## src/rtl/updown_sweep_controller.sv

```systemverilog
// -----------------------------------------------------------------------------
// updown_sweep_controller
//
// Drives a bidirectional count pattern: lo -> hi (up leg), hi -> lo (down
// leg), repeated for a latched number of passes, then pulses done for one
// cycle and returns to IDLE. The sweep limits are captured when start is
// accepted in IDLE, so input changes mid-sweep have no effect.
//
// Optional feature (macro HOLD_STATE_EN):
//   When defined, a hold_val port exists. If lo < hold_val < hi, the value
//   hold_val is emitted on two consecutive cycles on every up leg (the extra
//   cycle is spent in the HOLD state). When undefined, the sweep is pure
//   up/down and HOLD is never entered.
//
// Parameters:
//   WIDTH     width of cnt, lo, hi, hold_val
//   PW        width of passes and pass_cnt
//
// Ports:
//   clk       clock, all logic on posedge
//   rst       synchronous active-high reset (overrides start and pause)
//   start     sweep request, sampled only in IDLE
//   lo, hi    sweep limits, latched on accepted start
//   hold_val  repeated value (HOLD_STATE_EN only), latched on accepted start
//   passes    number of up/down passes, latched on accepted start
//   pause     freezes state, cnt and pass_cnt in UP/HOLD/DOWN
//   cnt       current count (registered)
//   dir       1 in IDLE/UP/HOLD/DONE, 0 in DOWN (registered)
//   busy      1 in UP/HOLD/DOWN (registered)
//   done      one-cycle pulse while in DONE (registered)
//   pass_cnt  passes completed in the current sweep (registered)
// -----------------------------------------------------------------------------
module updown_sweep_controller #(
  parameter int WIDTH = 3,
  parameter int PW    = 4
) (
  input  logic             clk,
  input  logic             rst,
  input  logic             start,
  input  logic [WIDTH-1:0] lo,
  input  logic [WIDTH-1:0] hi,
`ifdef HOLD_STATE_EN
  input  logic [WIDTH-1:0] hold_val,
`endif
  input  logic [PW-1:0]    passes,
  input  logic             pause,
  output logic [WIDTH-1:0] cnt,
  output logic             dir,
  output logic             busy,
  output logic             done,
  output logic [PW-1:0]    pass_cnt
);

  typedef enum logic [2:0] {
    S_IDLE,
    S_UP,
    S_HOLD,
    S_DOWN,
    S_DONE
  } state_t;

  state_t           state;
  state_t           nxt_state;
  logic [WIDTH-1:0] nxt_cnt;
  logic [PW-1:0]    nxt_pc;

  // Latched sweep configuration
  logic [WIDTH-1:0] lo_r;
  logic [WIDTH-1:0] hi_r;
  logic [PW-1:0]    passes_r;

  // All arithmetic is WIDTH-bit unsigned; lo < hi rules out wrap in a sweep.
  logic [WIDTH-1:0] cnt_inc;
  logic [WIDTH-1:0] cnt_dec;
  logic [WIDTH-1:0] lo_inc;
  logic [PW-1:0]    pc_inc;
  logic             cfg_ok;
  logic             hold_hit;
  logic             start_acc;

  assign cnt_inc   = cnt + 1'b1;
  assign cnt_dec   = cnt - 1'b1;
  assign lo_inc    = lo_r + 1'b1;
  assign pc_inc    = pass_cnt + 1'b1;
  assign cfg_ok    = (lo < hi) && (passes != '0);
  assign start_acc = (state == S_IDLE) && start;

`ifdef HOLD_STATE_EN
  logic [WIDTH-1:0] hold_r;
  logic             hold_ok_r;   // hold_val strictly inside (lo, hi)

  assign hold_hit = hold_ok_r && (cnt_inc == hold_r);
`else
  assign hold_hit = 1'b0;
`endif

  // ---------------------------------------------------------------------------
  // Next-state / next-count logic
  // ---------------------------------------------------------------------------
  always_comb begin
    nxt_state = state;
    nxt_cnt   = cnt;
    nxt_pc    = pass_cnt;
    case (state)
      S_IDLE: begin
        if (start) begin
          nxt_cnt   = lo;
          nxt_pc    = '0;
          // Invalid configs skip straight to the done pulse.
          nxt_state = cfg_ok ? S_UP : S_DONE;
        end
      end
      S_UP: begin
        if (!pause) begin
          if (cnt_inc == hi_r) begin
            // Reaching hi already counts as the first value of the down leg.
            nxt_cnt   = hi_r;
            nxt_state = S_DOWN;
          end else if (hold_hit) begin
            nxt_cnt   = cnt_inc;
            nxt_state = S_HOLD;
          end else begin
            nxt_cnt   = cnt_inc;
          end
        end
      end
      S_HOLD: begin
        if (!pause) nxt_state = S_UP;
      end
      S_DOWN: begin
        if (!pause) begin
          if (cnt == lo_inc) begin
            nxt_cnt   = lo_r;
            nxt_pc    = pc_inc;
            nxt_state = (pc_inc == passes_r) ? S_DONE : S_UP;
          end else begin
            nxt_cnt   = cnt_dec;
          end
        end
      end
      S_DONE: begin
        nxt_state = S_IDLE;
      end
      default: begin
        nxt_state = S_IDLE;
      end
    endcase
  end

  // ---------------------------------------------------------------------------
  // State, count and output registers. Flags are decoded from the next
  // state so they line up with the registered state.
  // ---------------------------------------------------------------------------
  always_ff @(posedge clk) begin
    if (rst) begin
      state    <= S_IDLE;
      cnt      <= '0;
      pass_cnt <= '0;
      dir      <= 1'b1;
      busy     <= 1'b0;
      done     <= 1'b0;
    end else begin
      state    <= nxt_state;
      cnt      <= nxt_cnt;
      pass_cnt <= nxt_pc;
      dir      <= (nxt_state != S_DOWN);
      busy     <= (nxt_state == S_UP) || (nxt_state == S_HOLD) ||
                  (nxt_state == S_DOWN);
      done     <= (nxt_state == S_DONE);
    end
  end

  // Configuration capture
  always_ff @(posedge clk) begin
    if (rst) begin
      lo_r     <= '0;
      hi_r     <= '0;
      passes_r <= '0;
    end else if (start_acc) begin
      lo_r     <= lo;
      hi_r     <= hi;
      passes_r <= passes;
    end
  end

`ifdef HOLD_STATE_EN
  always_ff @(posedge clk) begin
    if (rst) begin
      hold_r    <= '0;
      hold_ok_r <= 1'b0;
    end else if (start_acc) begin
      hold_r    <= hold_val;
      hold_ok_r <= (hold_val > lo) && (hold_val < hi);
    end
  end
`endif

endmodule

```

## config.mk

```make
export PLATFORM = sky130hd
export DESIGN_NAME = updown_sweep_controller
export DESIGN_NICKNAME = d
export VERILOG_FILES = /design/src/rtl/updown_sweep_controller.sv
export SDC_FILE = /design/constraint.sdc
export NUM_CORES = 1
export LEC_CHECK = 0
export CORE_UTILIZATION = 46
export DETAILED_ROUTE_END_ITERATION = 10
export GPL_TIMING_DRIVEN = 0
export PLACE_DENSITY_LB_ADDON = 0.3
export SETUP_SLACK_MARGIN = 0.4
export SYNTH_ARGS = -nofsm -noshare
export SYNTH_HDL_FRONTEND = slang
export SYNTH_SLANG_ARGS = --single-unit
```

## constraint.sdc

```tcl
create_clock -name clk -period 1.95 [get_ports clk]
set_clock_uncertainty 0.2 [all_clocks]
set_input_delay 0.39 -clock clk [delete_from_list [all_inputs] [get_ports clk]]
set_output_delay 0.39 -clock clk [all_outputs]
set_load 0.02 [all_outputs]
```

### Word level (Yosys, flattened, before mapping)

Cells that the tools add are included.

| storage, ports and cells | value |
|---|---|
| flip-flop bits (word level) | 23 |
| bits of input ports | 14 |
| output and inout bits | 10 |
| word-level logic and storage cells | 58 |

| operators by class | value |
|---|---|
| add/subtract/negate cells | 4 |
| order comparisons | 1 |
| equal/unequal tests | 15 |
| multiplexer cells | 19 |
| reductions and logical operators | 10 |

Operators with widths:

| cell | count |
|---|---|
| 2-to-1 mux 3 bit | 13 |
| equality test 3 x 2 -> 1 bit, second input constant | 4 |
| 2-to-1 mux 4 bit | 3 |
| case mux 3 bit (4 select lines) | 1 |
| case mux 3 bit (3 select lines) | 1 |
| inequality test 2 bit, second input constant | 4 |
| case mux 4 bit (2 select lines) | 1 |
| AND reduction 4 bit | 2 |
| adder 3 x 1 -> 3 bit, second input constant | 2 |
| equality test 3 x 1 -> 1 bit, second input constant | 2 |
| equality test 3 bit | 2 |
| adder 4 x 1 -> 4 bit, second input constant | 1 |
| equality test 4 bit | 1 |
| nonzero test 4 bit | 1 |
| equality test 3 bit, second input constant | 1 |
| zero test 3 bit | 1 |
| less-than comparator 3 bit | 1 |
| inequality test 3 x 2 -> 1 bit, second input constant | 1 |
| nonzero test 3 bit | 1 |
| subtractor 3 x 1 -> 3 bit, second input constant | 1 |
| logical AND 1 bit | 2 |
| logical OR 1 bit | 2 |
| nonzero test 2 bit | 1 |

### Logic depth before layout (Yosys ltp)

| logic depth | value |
|---|---|
| depth after elaboration | 9 |
| depth in mapped cells | 7 |
| gate-level depth less buffers | 7 |

### Least setup slack after synthesis

OpenSTA, ideal clock, no wires.

| path | value |
|---|---|
| kind | reg2reg |
| start | register cnt[2] |
| end | register busy |
| library setup time | 134 ps |
| arrival time | 1862 ps |
| data required time | 1616 ps |
| path slack | -246 ps |
| stages on the path, launching flop included | 8 |
| path buffers | 2 |
| period minus slack after synthesis | 2196 ps |
| path through | dfxtp_1 buf_6 xor3_1 or3_1 buf_6 a221o_1 a21oi_2 a211oi_1 |

| on the way | value |
|---|---|
| longest elaborated chain between the ends | 8 |
| elaborated cells on any way between the ends | 13 |
| classes of those cells | 1 x add/sub; 5 x eq/ne; 5 x mux; 2 x reduce/logical |

RTL lines:

| what | RTL line | source |
|---|---|---|
| from (decl) | 47 | `output logic [WIDTH-1:0] cnt,` |
| from (signal assigned) | 164 | `cnt <= nxt_cnt;` |
| adder 3 x 1 -> 3 bit | 81 | `assign cnt_inc = cnt + 1'b1;` |
| equality test 3 bit | 115 | `if (cnt_inc == hi_r) begin` |
| 2-to-1 mux 3 bit | 115 |  |
| 2-to-1 mux 3 bit | 114 | `if (!pause) begin` |
| case mux 3 bit (4 select lines) (*) | 104 | `case (state)` |
| equality test 3 x 1 -> 1 bit or equality test 3 x 2 -> 1 bit (tied branches) | 167 | `busy <= (nxt_state == S_UP) \|\| (nxt_state == S_HOLD) \|\|` |
| logical OR 1 bit | 167 |  |
| logical OR 1 bit (*) | 167 |  |
| to (signal assigned) | 167 |  |
| to (decl) | 49 | `output logic busy,` |

Every way passes the cells marked *; elsewhere a longest branch is shown, timed or not.
A chain may end at the register's enable or synchronous reset.

### Worst setup path in the final report

| path | value |
|---|---|
| start | register cnt[2] |
| end | register state[2] |

| on the way | value |
|---|---|
| longest elaborated chain between the ends | 5 |
| elaborated cells on any way between the ends | 8 |
| classes of those cells | 1 x add/sub; 2 x eq/ne; 5 x mux |

RTL lines:

| what | RTL line | source |
|---|---|---|
| adder 3 x 1 -> 3 bit | 81 |  |
| equality test 3 bit | 115 |  |
| 2-to-1 mux 3 bit | 115 |  |
| 2-to-1 mux 3 bit | 114 |  |
| case mux 3 bit (4 select lines) (*) | 104 |  |
| to (signal assigned) | 163 | `state <= nxt_state;` |
| to (decl) | 62 | `state_t state;` |

Marks and branches as above.

==> flow_summary.ini <==
[final_layout]
fin_nets = 225
fillCellCount = 185
num_antenna_cells = 0
drive_above_1_share = 0.446
syn_to_final_growth_pct = 53.8
finalNonFillerCells = 235

[power_and_ir_drop]
p_seq_frac = 0.403
switching_share = 0.342
p_int_mw = 0.893
power.switching_mw = 0.463
leakagePower_nw = 0.820
p_clk_frac = 0.171
ir_drop_mv = 0.545
total_power_mw = 1.36
power.density_nw_per_um2 = 669
p_comb_frac = 0.426

[cts]
h-tree-depth = 1
cts.sinks = 23
cts_tree = yes
clk_pin_slew_worst_paths_ns = 0.13
insertion_delay_ns = 0.32
cts_root_buffer = clkbuf_4
clockBufferDepth = 2
postCtsHoldBufs = 0
cts_buffers = 3

[drt]
drcViolationCount = 0
ant_nets = 0
first_pass_iters = 5
vias_per_cell = 5.62
vias = 1321
wl_microns = 3710
avgRoutedWirePerCell_microns = 15.8
first_iter_violations = 43

[sta]
rsz0062_at_grt = true
tns_ns = -2.55
tightest_slew_ns = 0.644
setup_viol = 13
period_minus_slack_ns = 2.26
setup_slack_ns = -0.307
drv_slew = 0
max_freq_ghz = 0.443
hold_viol = 0
final.period_utilization = 1.16
slew_headroom = 0.571

[floorplan]
start_util = 0.482
rows = 19
design.die.area_sq_um = 3090
io_pins = 24
die_width_microns = 55.5
coreArea_sq_um = 2730
die_h_microns = 55.5

[yosys]
synth-xor-area-share = 0.102
yosysWarnings = 0
synth_mux_area_frac = 0
yosys-top-cells-area = dfxtp_1 (35%), a21oi_1 (7.2%), nand2_1 (6.5%)
syn_area_sq_um = 1320
synth_seq_area_share = 0.349
synth_top_area_share = 0.349
synthSimpleGateAreaFrac = 0.221
synth_top_area_cell = dfxtp_1
synth_common_cells = dfxtp_1 (23), nand2_1 (23), a21oi_1 (19)
synth_top_family_by_area = simple AND/OR/NAND/NOR gates
ys_types = 45
synth_fa_ha_area_frac = 0.0569
ys.flop_type = dfxtp_1
syn_avg_cell_area_sq_um = 8.35
synthesis.nets = 178
syn_inst = 158
synth_edf_count = 0
synth-seq-cells = 23
async_flop_share = 0
synth_compound_area_frac = 0.213

[global_routing]
grt_overflow_total = 0
grt_pass1_vias = 1244
grt_pass1_wl_microns = 5540
antenna_found_initial = 0
gr-usage-all-layers = 0.226
grt_max_degree = 14

[setup_path]
end_kind = flop
critPathMaxFanout = 5
cp.required_ns = 2.03
cp.arrival_ns = 2.34
critPathLaunchType = flop
path_class = flop to flop

[placed_design]
gp_congestion = 0.839
dp_hpwl_microns = 2140
port_buffers = 21
placedCellCount = 210

[outcome]
status = finished with violations
violations = negative setup slack

[min_path]
hold_class = input pin to flop

[flow_run]
cap_violations = 0
==> flip-flops by register name, indices dropped and copies added (netlist names) <==
name / flops
done: 1
cnt: 3
busy: 1
pass_cnt: 4
lo_r: 3
state: 3
dir: 1
passes_r: 4
hi_r: 3
==> power groups by stage <==
| stage | clock, mW | combinational, mW | sequential [mW] |
|---|---|---|---|
| 5_1_grt | 0.248 | 0.615 | 0.550 |
| 3_3_place_gp | 0 | 0.362 | 0.549 |
| 4_1_cts | 0.230 | 0.488 | 0.541 |
| 6_report | 0.232 | 0.578 | 0.546 |
| 3_5_place_dp | 0 | 0.370 | 0.550 |
| 2_1_floorplan | 0 | 0.259 | 0.559 |
==> worst max-delay path, cell delays in order (launching register included) <==
cell     delay [ns]
dfxtp_2        0.35
buf_6          0.11
xor3_1         0.37
or3_4          0.35
buf_6          0.14
buf_4          0.13
buf_6          0.11
o32ai_4        0.28
and2_1         0.17
==> stage by stage <==
| step | cell area, sq um | util | hold slack [ns] | setup slack (ns) |
|---|---|---|---|---|
| 3_3_place_gp | 1620 | 0.594 | 0.256 | -0.651 |
| 6_report | 2030 | 0.742 | 0.264 | -0.307 |
| 2_1_floorplan | 1380 | - | 0.240 | -0.175 |
| 3_5_place_dp | 1620 | 0.594 | 0.267 | -0.695 |
| 4_1_cts | 1920 | 0.701 | 0.265 | -0.233 |
| 5_1_grt | 2030 | 0.742 | 0.287 | -0.377 |
==> what timing repair did <==
action,in CTS,in global routing
endpoints found under the setup margin,33,29
gates cloned,1,0
resized for setup,78,24
setup buffers,14,6
pin swaps,15,3
==> routing by layer <==
layer | global-route usage | vias to the layer above | share of wire
li1 | - | 646 | -
met1 | 0.301 | 628 | 0.43
met2 | 0.380 | 38 | 0.50
met3 | 0.0258 | 9 | 0.050
met4 | 0.0750 | 0 | 0.023
met5 | 0 | - | 0
==> cell type report <==
| class | count | area, sq um | area share |
|---|---|---|---|
| multi-input combinational | 119 | 991 | 0.489 |
| sequential | 23 | 490 | 0.242 |
| timing repair buffer | 42 | 370 | 0.183 |
| buffer | 9 | 83.8 | 0.0413 |
| tap | 31 | 38.8 | 0.0191 |
| inverter | 7 | 26.3 | 0.0130 |
| clock buffer | 3 | 22.5 | 0.0111 |
| clock inverter | 1 | 5.00 | 0.00247 |
==> cells by family (layout without fill, tap and decap cells) <==
kind of cell / after synthesis / count (layout)
xor+xnor: 12 / 12
buf+inv: 16 / 62
fa+ha+maj: 6 / 6
flops: 23 / 23
compound gates: 43 / 43
simple gates: 58 / 58
==> layout by cell type, fill, tap and decap left out, types with 3 or more instances in the layout <==
| cell | Yosys | final |
|---|---|---|
| dlygate4sd2_1 | 0 | 3 |
| nand2b_1 | 4 | 4 |
| clkbuf_2 | 0 | 4 |
| nand3_1 | 3 | 3 |
| and2_1 | 3 | 3 |
| nand2_4 | 0 | 5 |
| buf_6 | 2 | 8 |
| inv_1 | 7 | 7 |
| nor2_1 | 10 | 8 |
| clkdlybuf4s15_2 | 0 | 3 |
| ha_1 | 6 | 4 |
| buf_4 | 0 | 15 |
| clkbuf_4 | 0 | 3 |
| dfxtp_1 | 23 | 11 |
| dfxtp_2 | 0 | 6 |
| clkdlybuf4s50_1 | 0 | 8 |
| a21oi_2 | 1 | 9 |
| nand2_1 | 23 | 14 |
| a21oi_1 | 19 | 10 |
| nor3b_1 | 3 | 3 |
| xnor2_1 | 7 | 6 |
| o21ai_0 | 4 | 3 |
| dfxtp_4 | 0 | 6 |
| buf_2 | 0 | 3 |
| nand2_2 | 0 | 4 |
==> path summary, 6_finish.rpt <==
check / depth (start not counted) / start / slack, ns / to
worst max-delay path: 8 / cnt[2] / -0.31 / state[2]
worst min-delay path: 3 / hi[1] / 0.26 / hi_r[1]
worst max register to register: 8 / cnt[2] / -0.31 / state[2]
worst min register to register: 2 / lo_r[1] / 0.31 / lo_r[1]
Power figures use the tool's default switching activity.
